--- config.mk ---
export PLATFORM = sky130hd
export DESIGN_NAME = rom_reader
export DESIGN_NICKNAME = d
export VERILOG_FILES = /design/src/rtl/rom_pkg.sv /design/src/rtl/rom_rd_fifo.sv /design/src/rtl/rom_reader.sv
export SDC_FILE = /design/constraint.sdc
export NUM_CORES = 1
export LEC_CHECK = 0
export BUFFER_PORTS_ARGS = -buffer_cell sky130_fd_sc_hd__buf_2
export CORE_MARGIN = 2
export CORE_UTILIZATION = 50
export CTS_CLUSTER_DIAMETER = 30
export DETAILED_ROUTE_END_ITERATION = 6
export PLACE_DENSITY = 0.73
export SLEW_MARGIN = 40
export SYNTH_ARGS = -nofsm -noshare
export SYNTH_HDL_FRONTEND = slang
export SYNTH_SLANG_ARGS = --single-unit
export TNS_END_PERCENT = 10
--- constraint.sdc ---
create_clock -name clk -period 2.25 [get_ports clk]
set_input_delay 0.1125 -clock clk [delete_from_list [all_inputs] [get_ports clk]]
set_output_delay 0.1125 -clock clk [all_outputs]
set_load 0.03 [all_outputs]
--- src/rtl/rom_pkg.sv ---
// Shared definitions for the ROM read sequencer: default widths, depth and FSM state type.
package rom_pkg;

  localparam int ADDR_W_DEF = 4;
  localparam int DATA_W_DEF = 4;
  localparam int ROM_DEPTH  = 2 ** ADDR_W_DEF;

  typedef enum logic [1:0] {
    IDLE = 2'd0,
    RUN  = 2'd1,
    DONE = 2'd2
  } rd_state_t;

endpackage

--- src/rtl/rom_rd_fifo.sv ---
// Small synchronous FIFO that absorbs ROM read data until the consumer takes it.
// Depth need not be a power of two, so the pointers wrap explicitly.
module rom_rd_fifo #(
  parameter int DEPTH = 2,
  parameter int WIDTH = 4,
  localparam int CNT_W = $clog2(DEPTH + 1),
  localparam int PTR_W = (DEPTH > 1) ? $clog2(DEPTH) : 1
) (
  input  logic             clk,
  input  logic             rst,
  input  logic             push,
  input  logic [WIDTH-1:0] din,
  input  logic             pop,
  output logic [WIDTH-1:0] head,
  output logic             empty,
  output logic [CNT_W-1:0] count
);

  logic [WIDTH-1:0] mem [DEPTH];
  logic [PTR_W-1:0] rd_ptr;
  logic [PTR_W-1:0] wr_ptr;
  logic [CNT_W-1:0] fill;
  logic             pop_ok;

  function automatic logic [PTR_W-1:0] bump(input logic [PTR_W-1:0] p);
    return (p == PTR_W'(DEPTH - 1)) ? '0 : p + 1'b1;
  endfunction

  assign pop_ok = pop & (fill != '0);

  // Storage is cleared on reset so the head reads zero until the first push.
  always_ff @(posedge clk or posedge rst) begin
    if (rst) begin
      rd_ptr <= '0;
      wr_ptr <= '0;
      fill   <= '0;
      for (int i = 0; i < DEPTH; i++) mem[i] <= '0;
    end else begin
      if (push) begin
        mem[wr_ptr] <= din;
        wr_ptr      <= bump(wr_ptr);
      end
      if (pop_ok) rd_ptr <= bump(rd_ptr);
      case ({push, pop_ok})
        2'b10:   fill <= fill + 1'b1;
        2'b01:   fill <= fill - 1'b1;
        default: fill <= fill;
      endcase
    end
  end

  assign head  = mem[rd_ptr];
  assign empty = (fill == '0);
  assign count = fill;

endmodule

--- src/rtl/rom_reader.sv ---
// Read sequencer for a synchronous ROM: issues count consecutive reads (wrapping),
// buffers the returning words and streams them out on a valid/ready port.
module rom_reader
  import rom_pkg::*;
#(
  parameter int ADDR_W  = ADDR_W_DEF,
  parameter int DATA_W  = DATA_W_DEF,
  parameter int ROM_LAT = 1
) (
  input  logic              clk,
  input  logic              rst,
  input  logic              start,
  input  logic [ADDR_W-1:0] start_addr,
  input  logic [ADDR_W:0]   count,
  output logic              busy,
  output logic              done,
  output logic              rom_en,
  output logic [ADDR_W-1:0] rom_addr,
  input  logic [DATA_W-1:0] rom_data,
  output logic [DATA_W-1:0] out_data,
  output logic              out_valid,
  input  logic              out_ready
);

  localparam int FIFO_DEPTH = ROM_LAT + 1;
  localparam int OCC_W      = $clog2(FIFO_DEPTH + 1);

  rd_state_t         state;
  rd_state_t         state_nxt;
  logic [ADDR_W-1:0] addr_cnt;
  logic [ADDR_W:0]   issue_cnt;
  logic [ADDR_W:0]   accept_cnt;
  logic [ROM_LAT-1:0] in_flight;
  logic [3:0]        in_flight_n;
  logic [OCC_W-1:0]  occ;
  logic [3:0]        load;
  logic [3:0]        limit;
  logic              fifo_empty;
  logic              push;
  logic              pop;
  logic              issue;
  logic              take_start;

  assign take_start = (state == IDLE) && start;
  assign pop        = ~fifo_empty & out_ready;
  assign push       = in_flight[ROM_LAT-1];

  always_comb begin
    in_flight_n = '0;
    for (int i = 0; i < ROM_LAT; i++) in_flight_n = in_flight_n + {3'b000, in_flight[i]};
  end

  // A word leaving this cycle frees a slot, which keeps the stream bubble-free.
  assign load  = 4'(occ) + in_flight_n;
  assign limit = 4'(ROM_LAT + 1) + {3'b000, pop};
  assign issue = (state == RUN) && (issue_cnt != '0) && (load < limit);

  always_ff @(posedge clk or posedge rst) begin
    if (rst) state <= IDLE;
    else     state <= state_nxt;
  end

  always_comb begin
    state_nxt = state;
    case (state)
      IDLE: if (start) state_nxt = (count == '0) ? DONE : RUN;
      RUN:  if (pop && accept_cnt == 1) state_nxt = DONE;
      DONE: state_nxt = IDLE;
      default: state_nxt = IDLE;
    endcase
  end

  always_ff @(posedge clk or posedge rst) begin
    if (rst) begin
      addr_cnt   <= '0;
      issue_cnt  <= '0;
      accept_cnt <= '0;
      in_flight  <= '0;
    end else begin
      in_flight[0] <= issue;
      for (int i = 1; i < ROM_LAT; i++) in_flight[i] <= in_flight[i-1];
      if (take_start) begin
        addr_cnt   <= start_addr;
        issue_cnt  <= count;
        accept_cnt <= count;
      end else begin
        if (issue) begin
          addr_cnt  <= addr_cnt + 1'b1;
          issue_cnt <= issue_cnt - 1'b1;
        end
        if (pop && state == RUN) accept_cnt <= accept_cnt - 1'b1;
      end
    end
  end

  rom_rd_fifo #(
    .DEPTH(FIFO_DEPTH),
    .WIDTH(DATA_W)
  ) u_fifo (
    .clk  (clk),
    .rst  (rst),
    .push (push),
    .din  (rom_data),
    .pop  (pop),
    .head (out_data),
    .empty(fifo_empty),
    .count(occ)
  );

  assign busy      = (state == RUN);
  assign done      = (state == DONE);
  assign rom_en    = issue;
  assign rom_addr  = addr_cnt;
  assign out_valid = ~fifo_empty;

endmodule

==> results.ini <==
[timing]
finClkSkew_ns = 0.00751
clock.fmax_ghz = 0.481
relSlewSlack_pct = 69.0
tightest_slew_ns = 0.466
period_share_pct = 92.4
setup_viol = 0
drv_slew = 0
hold_viol_final = 0
rsz0062_at_grt = false
timing.hold.ws_ns = 0.0179
final.min_clock_period_ns = 2.08
setup-tns-final_ns = 0

[route]
drt_wl_total_um = 3050
wire_per_inst_um = 14.4
antenna_left = 0
vias = 1175
viasPerCell = 5.57
drt_iter0_markers = 25
drcViolationCount = 0
firstDrtPassIters = 4

[power_and_ir_drop]
vdd_ir_drop_max_mv = 0.649
switching_power_mw = 1.36
p_seq_share_pct = 34.8
p_sw_share_pct = 45.3
power.internal_mw = 1.65
power.total_mw = 3.01
p_per_area_nw_per_um2 = 1640
p_leak_nw = 0.849
clkPwrFrac_pct = 12.2
p_comb_share_pct = 53.0

[global_route]
grt_overflow = 0
grt_pass1_vias = 1097
antenna_found_initial = 0
track_usage_pct = 19.5
grt_pass1_wl_um = 5060
grt_max_degree = 30

[run_status]
status = completed

[clock_network]
cts-root-buf = clkbuf_4
clk_latency_ns = 0.33
clk_pin_slew_ns = 0.10
cts_tree = built
cts_max_level = 2
clockBufferDepth = 2
post-cts-setup-buffers = 0
cts_buffers = 5
cts_sinks = 29

[yosys]
synth_area_um2 = 1540
synth.top_cell.area_share_pct = 47.0
synth_compound_area_share_pct = 9.08
synth-seq-cells = 29
yosys.area_share.simple_pct = 18.9
synth_top_family_by_area = simple AND/OR/NAND/NOR gates
synth.area.top_cells = dfrtp_1 (47%), mux2_2 (8.8%), ha_1 (5.7%)
ys_types = 34
ys_seq_area_share_pct = 47.0
syn_inst = 139
synth-xor-area-share_pct = 6.81
synth_mux_area_share_pct = 9.40
ys_warn_count = 0
synth-adder-area-share_pct = 5.67
synth_nets = 163
synth_top_area_cell = dfrtp_1
synth_area_per_cell_um2 = 11.1

[place]
dpl.cell_count = 199
placed_cell_area_um2 = 1720
hpwl_um = 2270
gp_congestion = 0.771
io_buffers = 28

[worst_setup_path]
crit_path_frequent_cell = ha_1
max_stage_delay_ns = 0.47
crit_path_cell_trace = ha_1 -> ha_1 -> nor3_4 -> nand2_4 -> inv_1 -> buf_2
critical_path.startpoint_type = flop
arrival_ns = 1.97
critPathTopFamily = flip-flops
crit_fanout = 7
path_class = flop to primary output
crit_required_ns = 2.14
end_kind = primary output
critical-path-slowest-cell = dfrtp_1
critPathBufInv = 2

[finish]
area.growth.synth_to_final_pct = 18.7
antenna-diode-count = 0
stdcell_count = 211
final_area_um2 = 1830
fillers = 248
layout-drive-gt1-share_pct = 33.7
fin_nets = 201

[floorplan]
row_count = 20
coreArea_um2 = 3000
initial_core_util_pct = 51.4
dieArea_um2 = 3550
ios = 29
fp.dieW_um = 59.6
chipHeight_um = 59.6

[run]
drv_cap = 0

[hold_path]
hp-class = input pin to flop

==> final cells by class <==
cell class	count	area [um2]	share of cell area (%)
clock inverter	1	5.00	0.273
multi-input combinational	99	774	42.3
clock buffer	7	65.1	3.55
timing repair buffer	33	188	10.2
inverter	9	33.8	1.84
tap	33	41.3	2.25
sequential	29	726	39.6
==> logic make-up (layout without fill, tap and decap cells) <==
group / count (synthesis) / after routing
buffers and inverters: 11 / 50
muxes: 13 / 13
and+or+nand+nor: 47 / 47
DFF: 29 / 29
AOI/OAI and AO/OA: 20 / 20
xor gates and xnor gates: 12 / 12
adders and majority gates: 7 / 7
==> cell usage after synthesis (all sizes together) <==
cell and number:
or2 1, nor2b 1, nand3 9, mux2i 1, nor2 10, ha 7, o22ai 1, nand2 13
clkbuf 1, xnor2 5, a221o 1, nand2b 1, o211ai 2, and2 1, and3 1, and4bb 1
nor4b 2, or4 3, o31ai 1, inv 9, a21oi 5, xor2 7, o311ai 1, mux2 12
dfrtp 29, nand4b 1, buf 1, o21ai 9, nor3 3
==> sequential cells by signal, summed over array words and instances, names as in the netlist <==
register and cells:
in_flight 1, u_fifo.count 2, u_fifo.rd_ptr 1, rom_addr 4
accept_cnt 5, u_fifo.wr_ptr 1, u_fifo.mem 8, state 2
issue_cnt 5
==> repair_timing <==
item / in CTS / in global routing
endpoints found under the setup margin: 0 / 1
gates resized for setup: 0 / 1
hold buffers: 4 / 0
hold endpoints to repair: 32 / 0
==> routing by layer <==
metal	global-route usage [%]	share of wire [%]
met3	5.90	4.4
met4	7.30	1.8
met2	31.2	50
met1	24.8	43
met5	0	0
==> power groups by stage <==
stage          sequential [mW]  clock [mW]  combinational, mW
2_1_floorplan             1.07           0               1.20
3_3_place_gp              1.04           0               1.53
3_5_place_dp              1.06           0               1.57
4_1_cts                   1.05       0.373               1.59
5_1_grt                   1.09       0.401               1.76
6_report                  1.05       0.369               1.60
==> path summary, 6_finish.rpt <==
check / startpoint / endpoint / slack (ns) / depth (start not counted)
setup reg to reg: u_fifo.count[0]$_DFFE_PP0P_ / issue_cnt[4]$_DFFE_PP0P_ / 0.47 / 6
hold reg to reg: u_fifo.wr_ptr$_DFFE_PP0P_ / u_fifo.wr_ptr$_DFFE_PP0P_ / 0.50 / 1
min in group asynchronous: rst / accept_cnt[2]$_DFFE_PP0P_ / 0.38 / 4
setup / recovery: u_fifo.count[0]$_DFFE_PP0P_ / rom_en / 0.17 / 6
max in group asynchronous: rst / u_fifo.mem[1]$_DFFE_PP0P_ / 1.60 / 4
hold / removal: rom_data[0] / u_fifo.mem[0]$_DFFE_PP0P_ / 0.02 / 2
==> cell usage in the layout, fill, tap and decap left out, types with 2 or more instances in the layout <==
cell type	synthesis	layout
nor3_1	2	2
a21oi_1	5	5
nor4b_2	2	2
dfrtp_1	29	29
clkbuf_8	0	2
o21ai_4	2	2
o21ai_1	4	4
mux2_2	12	12
xor2_1	7	7
o21ai_0	3	3
xnor2_1	5	5
or4_1	3	3
buf_2	0	28
o211ai_1	2	2
nand3_1	9	9
dlygate4sd3_1	0	4
ha_1	7	7
clkbuf_4	0	5
inv_1	9	9
nor2_1	9	9
nand2_1	11	11
==> through the flow <==
step / setup slack [ns] / util [%]
detailed placement: 0.437 / 57.2
global placement: 0.493 / 57.2
finish: 0.170 / 61.0
global route: 0.0345 / 61.0
floorplan: 0.581 / -
CTS: 0.105 / 60.9
==> worst reg2reg max path, delay by kind of cell (launching register included) <==
family                     cells  cell delay [ns]
and+or+nand+nor                3             0.67
DFF                            1             0.47
adders and majority gates      2             0.44
AOI/OAI and AO/OA              1             0.09
No activity file was read; power rests on OpenSTA's default activity.
